--- src/rtl/alu_operand_ctrl_if.sv ---
// Handshake and control bundle between the multicycle controller (master)
// and the instruction-register / memory / ALU datapath (slave).
interface alu_operand_ctrl_if;
  logic       start;
  logic       mem_ready;
  logic [5:0] opcode;
  logic [5:0] funct;
  logic       ALUSrcA;
  logic [1:0] ALUSrcB;
  logic [2:0] ALUOp;
  logic       pc_write;
  logic       ir_write;
  logic       aluout_write;
  logic       mem_req;
  logic       done;
  logic       err_illegal;
  logic       err_timeout;

  modport master (
    input  start, mem_ready, opcode, funct,
    output ALUSrcA, ALUSrcB, ALUOp, pc_write, ir_write, aluout_write,
           mem_req, done, err_illegal, err_timeout
  );

  modport slave (
    output start, mem_ready, opcode, funct,
    input  ALUSrcA, ALUSrcB, ALUOp, pc_write, ir_write, aluout_write,
           mem_req, done, err_illegal, err_timeout
  );
endinterface

--- src/rtl/alu_operand_ctrl.sv ---
// Multicycle control FSM driving the ALU operand mux selects, ALU op code and
// PC/IR/ALUOut write enables through FETCH, DECODE, EXEC and MEM.
//
// state    | meaning
// S_IDLE   | waiting for start
// S_FETCH  | instruction read, PC+4 on the ALU
// S_DECODE | branch target into ALUOut, opcode/funct captured
// S_EXEC   | operation selected by captured opcode/funct
// S_MEM    | load/store data access
// S_DONE   | one-cycle completion pulse
module alu_operand_ctrl #(
  parameter int MEM_TIMEOUT = 8
) (
  input logic                  clk,
  input logic                  reset_n,
  alu_operand_ctrl_if.master   bus
);

  typedef enum logic [2:0] {
    S_IDLE, S_FETCH, S_DECODE, S_EXEC, S_MEM, S_DONE
  } state_t;

  localparam int CW = $clog2(MEM_TIMEOUT + 1);
  localparam logic [CW-1:0] CNT_LOAD = CW'(MEM_TIMEOUT - 1);

  localparam logic [5:0] OPC_RTYPE = 6'h00;
  localparam logic [5:0] OPC_ADDI  = 6'h08;
  localparam logic [5:0] OPC_LW    = 6'h23;
  localparam logic [5:0] OPC_SW    = 6'h2B;
  localparam logic [5:0] OPC_BEQ   = 6'h04;

  localparam logic [5:0] FN_ADD = 6'h20;
  localparam logic [5:0] FN_SUB = 6'h22;
  localparam logic [5:0] FN_AND = 6'h24;
  localparam logic [5:0] FN_OR  = 6'h25;

  localparam logic [2:0] ALU_PASS = 3'b000;
  localparam logic [2:0] ALU_ADD  = 3'b001;
  localparam logic [2:0] ALU_SUB  = 3'b010;
  localparam logic [2:0] ALU_AND  = 3'b011;
  localparam logic [2:0] ALU_OR   = 3'b100;

  state_t          state, state_nx;
  logic [CW-1:0]   wait_cnt;
  logic [5:0]      opcode_q, funct_q;
  logic            err_illegal_q;
  logic            legal;
  logic            tc;

  logic            alu_src_a;
  logic [1:0]      alu_src_b;
  logic [2:0]      alu_op;
  logic            pc_write, ir_write, aluout_write, mem_req, done, err_timeout;

  function automatic logic is_legal(input logic [5:0] op, input logic [5:0] fn);
    case (op)
      OPC_RTYPE: return (fn == FN_ADD) || (fn == FN_SUB) ||
                        (fn == FN_AND) || (fn == FN_OR);
      OPC_ADDI, OPC_LW, OPC_SW, OPC_BEQ: return 1'b1;
      default:   return 1'b0;
    endcase
  endfunction

  assign legal = is_legal(bus.opcode, bus.funct);
  // wait_cnt counts down the remaining memory-wait cycles; zero is the last one
  assign tc    = (wait_cnt == '0);

  always_ff @(posedge clk or negedge reset_n) begin
    if (!reset_n) begin
      state         <= S_IDLE;
      wait_cnt      <= '0;
      opcode_q      <= '0;
      funct_q       <= '0;
      err_illegal_q <= 1'b0;
    end else begin
      state         <= state_nx;
      err_illegal_q <= (state == S_DECODE) && !legal;
      if (state == S_DECODE) begin
        opcode_q <= bus.opcode;
        funct_q  <= bus.funct;
      end
      if (state_nx != state)
        wait_cnt <= (state_nx == S_FETCH || state_nx == S_MEM) ? CNT_LOAD : '0;
      else if (state == S_FETCH || state == S_MEM)
        wait_cnt <= wait_cnt - 1'b1;
    end
  end

  always_comb begin
    state_nx     = state;
    alu_src_a    = 1'b0;
    alu_src_b    = 2'b00;
    alu_op       = ALU_PASS;
    pc_write     = 1'b0;
    ir_write     = 1'b0;
    aluout_write = 1'b0;
    mem_req      = 1'b0;
    done         = 1'b0;
    err_timeout  = 1'b0;
    case (state)
      S_IDLE: begin
        if (bus.start) state_nx = S_FETCH;
      end
      S_FETCH: begin
        alu_src_b = 2'b01;
        alu_op    = ALU_ADD;
        mem_req   = 1'b1;
        if (bus.mem_ready) begin
          pc_write = 1'b1;
          ir_write = 1'b1;
          state_nx = S_DECODE;
        end else if (tc) begin
          err_timeout = 1'b1;
          state_nx    = S_IDLE;
        end
      end
      S_DECODE: begin
        alu_src_b    = 2'b11;
        alu_op       = ALU_ADD;
        aluout_write = 1'b1;
        state_nx     = legal ? S_EXEC : S_IDLE;
      end
      S_EXEC: begin
        alu_src_a = 1'b1;
        state_nx  = S_DONE;
        case (opcode_q)
          OPC_RTYPE: begin
            aluout_write = 1'b1;
            case (funct_q)
              FN_ADD:  alu_op = ALU_ADD;
              FN_SUB:  alu_op = ALU_SUB;
              FN_AND:  alu_op = ALU_AND;
              FN_OR:   alu_op = ALU_OR;
              default: alu_op = ALU_PASS;
            endcase
          end
          OPC_ADDI: begin
            alu_src_b    = 2'b10;
            alu_op       = ALU_ADD;
            aluout_write = 1'b1;
          end
          OPC_LW, OPC_SW: begin
            alu_src_b    = 2'b10;
            alu_op       = ALU_ADD;
            aluout_write = 1'b1;
            state_nx     = S_MEM;
          end
          OPC_BEQ: alu_op = ALU_SUB;
          default: begin
            alu_src_a = 1'b0;
            state_nx  = S_IDLE;
          end
        endcase
      end
      S_MEM: begin
        // only loads/stores get here, so the EXEC mux settings are static
        alu_src_a = 1'b1;
        alu_src_b = 2'b10;
        alu_op    = ALU_ADD;
        mem_req   = 1'b1;
        if (bus.mem_ready) begin
          state_nx = S_DONE;
        end else if (tc) begin
          err_timeout = 1'b1;
          state_nx    = S_IDLE;
        end
      end
      S_DONE: begin
        done     = 1'b1;
        state_nx = S_IDLE;
      end
      default: state_nx = S_IDLE;
    endcase
  end

  assign bus.ALUSrcA      = alu_src_a;
  assign bus.ALUSrcB      = alu_src_b;
  assign bus.ALUOp        = alu_op;
  assign bus.pc_write     = pc_write;
  assign bus.ir_write     = ir_write;
  assign bus.aluout_write = aluout_write;
  assign bus.mem_req      = mem_req;
  assign bus.done         = done;
  assign bus.err_illegal  = err_illegal_q;
  assign bus.err_timeout  = err_timeout;

endmodule

--- src/flat_wrapper.sv ---
// flat-port wrapper written by rule: the top's interface ports become plain ports
module alu_operand_ctrl_flat 
#(
  parameter int MEM_TIMEOUT = 8
)
  (clk, reset_n, bus_start, bus_mem_ready, bus_opcode, bus_funct, bus_ALUSrcA, bus_ALUSrcB, bus_ALUOp, bus_pc_write, bus_ir_write, bus_aluout_write, bus_mem_req, bus_done, bus_err_illegal, bus_err_timeout);
  alu_operand_ctrl_if bus_i ();
  input logic clk;
  input logic reset_n;
  input wire logic [$bits(bus_i.start)-1:0] bus_start;
  input wire logic [$bits(bus_i.mem_ready)-1:0] bus_mem_ready;
  input wire logic [$bits(bus_i.opcode)-1:0] bus_opcode;
  input wire logic [$bits(bus_i.funct)-1:0] bus_funct;
  output wire logic [$bits(bus_i.ALUSrcA)-1:0] bus_ALUSrcA;
  output wire logic [$bits(bus_i.ALUSrcB)-1:0] bus_ALUSrcB;
  output wire logic [$bits(bus_i.ALUOp)-1:0] bus_ALUOp;
  output wire logic [$bits(bus_i.pc_write)-1:0] bus_pc_write;
  output wire logic [$bits(bus_i.ir_write)-1:0] bus_ir_write;
  output wire logic [$bits(bus_i.aluout_write)-1:0] bus_aluout_write;
  output wire logic [$bits(bus_i.mem_req)-1:0] bus_mem_req;
  output wire logic [$bits(bus_i.done)-1:0] bus_done;
  output wire logic [$bits(bus_i.err_illegal)-1:0] bus_err_illegal;
  output wire logic [$bits(bus_i.err_timeout)-1:0] bus_err_timeout;
  assign bus_i.start = bus_start;
  assign bus_i.mem_ready = bus_mem_ready;
  assign bus_i.opcode = bus_opcode;
  assign bus_i.funct = bus_funct;
  assign bus_ALUSrcA = bus_i.ALUSrcA;
  assign bus_ALUSrcB = bus_i.ALUSrcB;
  assign bus_ALUOp = bus_i.ALUOp;
  assign bus_pc_write = bus_i.pc_write;
  assign bus_ir_write = bus_i.ir_write;
  assign bus_aluout_write = bus_i.aluout_write;
  assign bus_mem_req = bus_i.mem_req;
  assign bus_done = bus_i.done;
  assign bus_err_illegal = bus_i.err_illegal;
  assign bus_err_timeout = bus_i.err_timeout;
  alu_operand_ctrl #(.MEM_TIMEOUT(MEM_TIMEOUT)) u_core (.clk(clk), .reset_n(reset_n), .bus(bus_i));
endmodule
--- config.mk ---
export PLATFORM = sky130hd
export DESIGN_NAME = alu_operand_ctrl_flat
export DESIGN_NICKNAME = d
export VERILOG_FILES = /design/src/rtl/alu_operand_ctrl_if.sv /design/src/rtl/alu_operand_ctrl.sv /design/src/flat_wrapper.sv
export SDC_FILE = /design/constraint.sdc
export NUM_CORES = 1
export LEC_CHECK = 0
export ABC_AREA = 0
export ABC_CLOCK_PERIOD_IN_PS = 2200
export BUFFER_PORTS_ARGS = -buffer_cell sky130_fd_sc_hd__buf_4
export CORE_MARGIN = 5
export CORE_UTILIZATION = 45
export DETAILED_ROUTE_END_ITERATION = 10
export PLACE_DENSITY_LB_ADDON = 0.15
export RECOVER_POWER = 50
export SLEW_MARGIN = 10
export SYNTH_ARGS = -nofsm -noshare
export SYNTH_HDL_FRONTEND = slang
export SYNTH_SLANG_ARGS = --single-unit
--- constraint.sdc ---
create_clock -name clk -period 2.2 [get_ports clk]
set_input_delay 0.22 -clock clk [delete_from_list [all_inputs] [get_ports clk]]
set_output_delay 0.22 -clock clk [all_outputs]
set_load 0.02 [all_outputs]
; After elaboration in Yosys (flattened, before gate mapping)
; Index checks and enable logic that the tools add are counted.
[op_classes]
addsub = 1
eq_ne = 24
muxes = 27
n_reduce_logical = 20
[ops]
columns = operator, n
row1 = $eq A6 B6 Y1 const B, 12
row2 = $mux W3, 5
row3 = $pmux W3 S5, 1
row4 = $eq A6 B3 Y1 const B, 2
row5 = $eq A6 B4 Y1 const B, 2
row6 = $logic_not A6 Y1, 2
row7 = $pmux W3 S2, 2
row8 = $pmux W3 S4, 1
row9 = $eq A3 B3 Y1 const B, 3
row10 = $mux W1, 9
row11 = $pmux W3 S3, 1
row12 = $reduce_or A3 Y1, 3
row13 = $mux W4, 2
row14 = $pmux W2 S4, 1
row15 = $reduce_or A4 Y1, 2
row16 = $eq A3 B1 Y1 const B, 2
row17 = $eq A3 B2 Y1 const B, 2
row18 = $pmux W1 S2, 3
row19 = $logic_or A1 B1 Y1, 5
row20 = $reduce_or A5 Y1, 1
row21 = $logic_not A4 Y1, 1
row22 = $mux W2, 2
row23 = $reduce_or A2 Y1, 2
row24 = $sub A4 B1 Y4 const B, 1
row25 = other kinds (5), 5
[totals]
regBits = 20
out_inout_bits = 13

; Depth between registers and ports, before layout
[logic_depth]
depth_word = 11
ltp_mapped = 6
depth_no_buf = 6

; Least setup slack after synthesis
; Ideal clock, no wire load.
[synth_timing]
path_kind = flip-flop to output port
start = register u_core.opcode_q[3]
end = output bus_ALUOp[1]
t_arrival_ns = 1.788
t_required_ns = 1.980
slack_ns = 0.192
stages_incl_launch_ff = 5
path_buffers = 0
path_cell_list = dfrtp_1 > a2111oi_2 > o21bai_1 > nand2_2 > nor4_1
[synth_between]
elab_chain_cells = 4
[synth_rtl]
columns = element, line_no
row1 = "start, declared", alu_operand_ctrl.sv:45  ; logic [5:0] opcode_q, funct_q;
row2 = "start signal, assigned", alu_operand_ctrl.sv:79  ; opcode_q <= bus.opcode;
row3 = $eq A6 B4 Y1 or $eq A6 B6 Y1 (tied branches), alu_operand_ctrl.sv:126  ; case (opcode_q)
row4 = $reduce_or A3 Y1 (no source line), --
row5 = $pmux W3 S3 (*), alu_operand_ctrl.sv:126
row6 = $pmux W3 S2 (*), alu_operand_ctrl.sv:100  ; case (state)
row7 = "end, declared", flat_wrapper.sv:16  ; output wire logic [$bits(bus_i.ALUOp)-1:0] bus_ALUOp;
; Mark *: on every way between the ends. The rest lies on a longest branch, timed or not.

; Worst setup path after layout
[layout_timing]
start = register u_core.opcode_q[1]
end = output bus_ALUSrcB[1]
[layout_between]
elab_chain_cells = 4
[layout_rtl]
columns = element, line_no
row1 = $eq A6 B4 Y1 or $eq A6 B6 Y1 (tied branches), alu_operand_ctrl.sv:126
row2 = $reduce_or A3 Y1 (no source line) (*), --
row3 = $mux W2 (*), alu_operand_ctrl.sv:126
row4 = $pmux W2 S4 (*), alu_operand_ctrl.sv:100
row5 = "end, declared", flat_wrapper.sv:15  ; output wire logic [$bits(bus_i.ALUSrcB)-1:0] bus_ALUSrcB;
; Marked as above.

==> metrics.md <==
| Metric | Value |
|---|---|
| Initial DRC count | 59 |
| Largest family of logic cells by synthesized area | simple AND/OR/NAND/NOR gates |
| Most common cell in the synthesized netlist | dfrtp_1 |
| Final #Nets | 177 |
| WHS | 139 ps |
| Yosys cell types | 43 |
| Die ar. | 3880 µm² |
| CTS tree | done |
| Sequential Area | 507 µm² |
| Share of flip-flops with an asynchronous set or reset | 100% |
| Multi-input gate area | 726 µm² |
| Vias in the first global route | 1030 |
| Slew Limit Headroom | 22.3% |
| Post-synthesis xor/xnor area fraction | 4.99% |
| TritonCTS Buffers | 3 |
| # Max-Cap Violations | 0 |
| Gpl congestion | 0.771 |
| Pin count of the biggest net entering global routing | 21 |
| Leakage power | 0.000680 µW |
| Clock Path Buffers | 2 |
| Critical Path RT | 1980 ps |
| IO Count | 29 |
| Count of input and output buffers | 28 |
| CP max stage cell | or4b_4 |
| Slowest stage delay, CP | 540 ps |
| Mapped Cells | 122 |
| Setup CP Type | reg2out |
| CP endpoint kind | primary output |
| Synth-to-Final Area Change | 30.4% |
| Worst Tran Pin Value | 1170 ps |
| Drt pass-1 iters | 4 |
| Inst Count DP | 178 |
| Compound-Gate Fraction of Synth Area | 14.1% |
| Antenna viol nets, final | 0 |
| Synth top cells by count | 20 x dfrtp_1, 13 x mux2_2, 10 x nor2_1 |
| Global Route Usage Sum | 14.8% |
| Core Rows | 19 |
| Main area contributors after synthesis | dfrtp_1 41%, mux2_2 12%, xnor2_1 3.6%, nor2_1 3.1%, nand2b_1 2.5% |
| Finished Cell Area | 1600 µm² |
| N_diodes | 0 |
| Post-synth EDFFs | 0 |
| Setup_tns | 0 ps |
| Cell area after synthesis | 1230 µm² |
| Min Tclk post-route | 2200 ps |
| H-tree depth | 1 |
| Synthesized flop and latch total | 20 |
| Syn avg cell area | 10.1 µm² |
| Slew Limit Fails | 0 |
| Post-route DRC | 0 |
| Syn nets | 139 |
| Post-route insts no fill | 190 |
| Cell family with most CP delay | simple AND/OR/NAND/NOR gates |
| Top FF cell, synth | dfrtp_1 |
| DR vias | 1061 |
| Final Cycle Share | 99.8% |
| Clock Pin Slew Worst Setup and Hold Paths | 120 ps |
| CTS root buf | clkbuf_4 |
| Type of origin of the critical path | flop |
| RSZ-0062 raised after global routing | true |
| CP Max Fanout | 5 |
| Sequential share of the synthesized area | 40.7% |
| Mux contribution to synthesized area | 13.5% |
| GRT overflow | 0 |
| Status | finished, final reports clean |
| Area post-placement | 1460 µm² |
| Yosys warns | 0 |
| Sink Count | 20 |
| Final Hold Viols | 0 |
| Proportion of netlist area held by the largest area contributor | 40.7% |
| Share of cells above drive strength 1 | 40.9% |
| Total core area | 2690 µm² |
| Hold crit path type | in2reg |
| Via density | 5.58 |
| CP Buf/Inv Count | 2 |
| DR WL/cell | 15.1 µm |
| Pwr dens | 1320 nW/µm² |
| Final setup skew | 13.9 ps |
| Die Wd | 62.3 µm |
| Worst path arrival time | 1980 ps |
| Setup violations, final | 0 |
| First-pass GRT wire length | 4770 µm |
| Initial core utilization | 45.7% |
| WL final | 2860 µm |
| Layout filler cell count | 250 |
| Post-Synth Adder-Cell Area | 1.02% |
| Cells along the critical path | or4b_4 -> a211oi_2 -> buf_4 -> a22o_1 -> buf_6 |
| Initial antenna violation count | 0 |
| Simple-gate share of the synthesized area | 21.6% |
| Dpl hpwl | 2120 µm |
| Clk_lat worst skew | 310 ps |
| Synth area leader | dfrtp_1 |
| Die height | 62.3 µm |
| VDD IR max | 0.00100 V |
| Max frequency | 456 MHz |
## cell usage in the layout, fill, tap and decap left out, drive strengths merged, types with 2 or more instances in the layout
cell type / n
buf: 34
xor2: 2
nor3b: 3
mux2i: 2
o21bai: 2
nor2: 10
nor3: 3
mux2: 13
a21oi: 4
xnor2: 5
clkbuf: 7
a22oi: 2
o22ai: 3
nand2: 7
nor4: 3
and2: 2
dfrtp: 20
nand2b: 5
o21ai: 4
or3: 2
nor2b: 2
a211oi: 2
inv: 4
## worst reg2reg max path, delay by kind of cell, from the launching register on
| kind | cells | cell delay (ps) |
|---|---|---|
| AO/OA/AOI/OAI | 3 | 670 |
| adder cells (fa/ha/maj) | 1 | 150 |
| buffers and inverters | 1 | 70 |
| flip-flops | 1 | 430 |
| AND/OR/NAND/NOR | 1 | 370 |
## sequential cells by signal (all words and copies together), names as in the netlist
register	flops
u_core.state	3
u_core.opcode_q	6
u_core.funct_q	6
u_core.wait_cnt	4
u_core.bus.err_illegal	1
## power breakdown
| part | switching (µW) | leakage (µW) | internal [µW] |
|---|---|---|---|
| clock | 119 | 0.0000210 | 101 |
| combinational | 541 | 0.000418 | 592 |
| sequential | 217 | 0.000241 | 546 |
## layer usage
| layer | GRT usage, % | wire length (µm) | up-vias |
|---|---|---|---|
| li1 | - | - | 522 |
| met1 | 19.0 | 1270 | 512 |
| met2 | 25.0 | 1410 | 22 |
| met3 | 3.24 | 139 | 5 |
| met4 | 3.98 | 46 | 0 |
| met5 | 0 | 0 | - |
## worst paths after layout
check                                               start  slack (ps)  cells after the start                             end
max                        u_core.opcode_q[1]$_DFFE_PN0P_           5                      5                  bus_ALUSrcB[1]
min                                          bus_funct[3]         140                      2   u_core.funct_q[3]$_DFFE_PN0P_
max reg2reg                u_core.wait_cnt[0]$_DFFE_PN0P_         380                      6  u_core.wait_cnt[0]$_DFFE_PN0P_
min reg2reg                 u_core.funct_q[4]$_DFFE_PN0P_         510                      1   u_core.funct_q[4]$_DFFE_PN0P_
max in group asynchronous                         reset_n         790                      2  u_core.opcode_q[1]$_DFFE_PN0P_
min in group asynchronous                         reset_n         640                      2  u_core.wait_cnt[3]$_DFFE_PN0P_
## logic make-up (layout without fill, tap and decap cells)
group,Yosys count,count (layout)
compound gates,24,24
xor+xnor,7,7
fa+ha+maj,1,1
buf+inv,9,46
flops,20,20
mux,15,15
simple gates,46,46
## stage by stage
step / utilization (%) / power (µW) / setup WS, ps
3_5_place_dp: 54.3 / 1740 / 302
5_1_grt: 59.7 / 2270 / -100
6_report: 59.7 / 2120 / 4.86
3_3_place_gp: 54.3 / 1720 / 325
2_1_floorplan: - / 1450 / 192
4_1_cts: 56.5 / 1980 / -0.568
## layout make-up
class,instances,share of cell area [%]
inverter,4,0.937
multi-input combinational,93,45.3
timing repair buffer,38,17.5
clock buffer,4,2.26
tap,31,2.42
sequential,20,31.6
## repair_timing
action	CTS	global route
hold endpoints to repair	20	0
setup buffers	0	7
hold buffers	1	0
pin swaps	1	4
resized for setup	1	12
endpoints found under the setup margin	2	4
(Power assumes the default switching activity.)
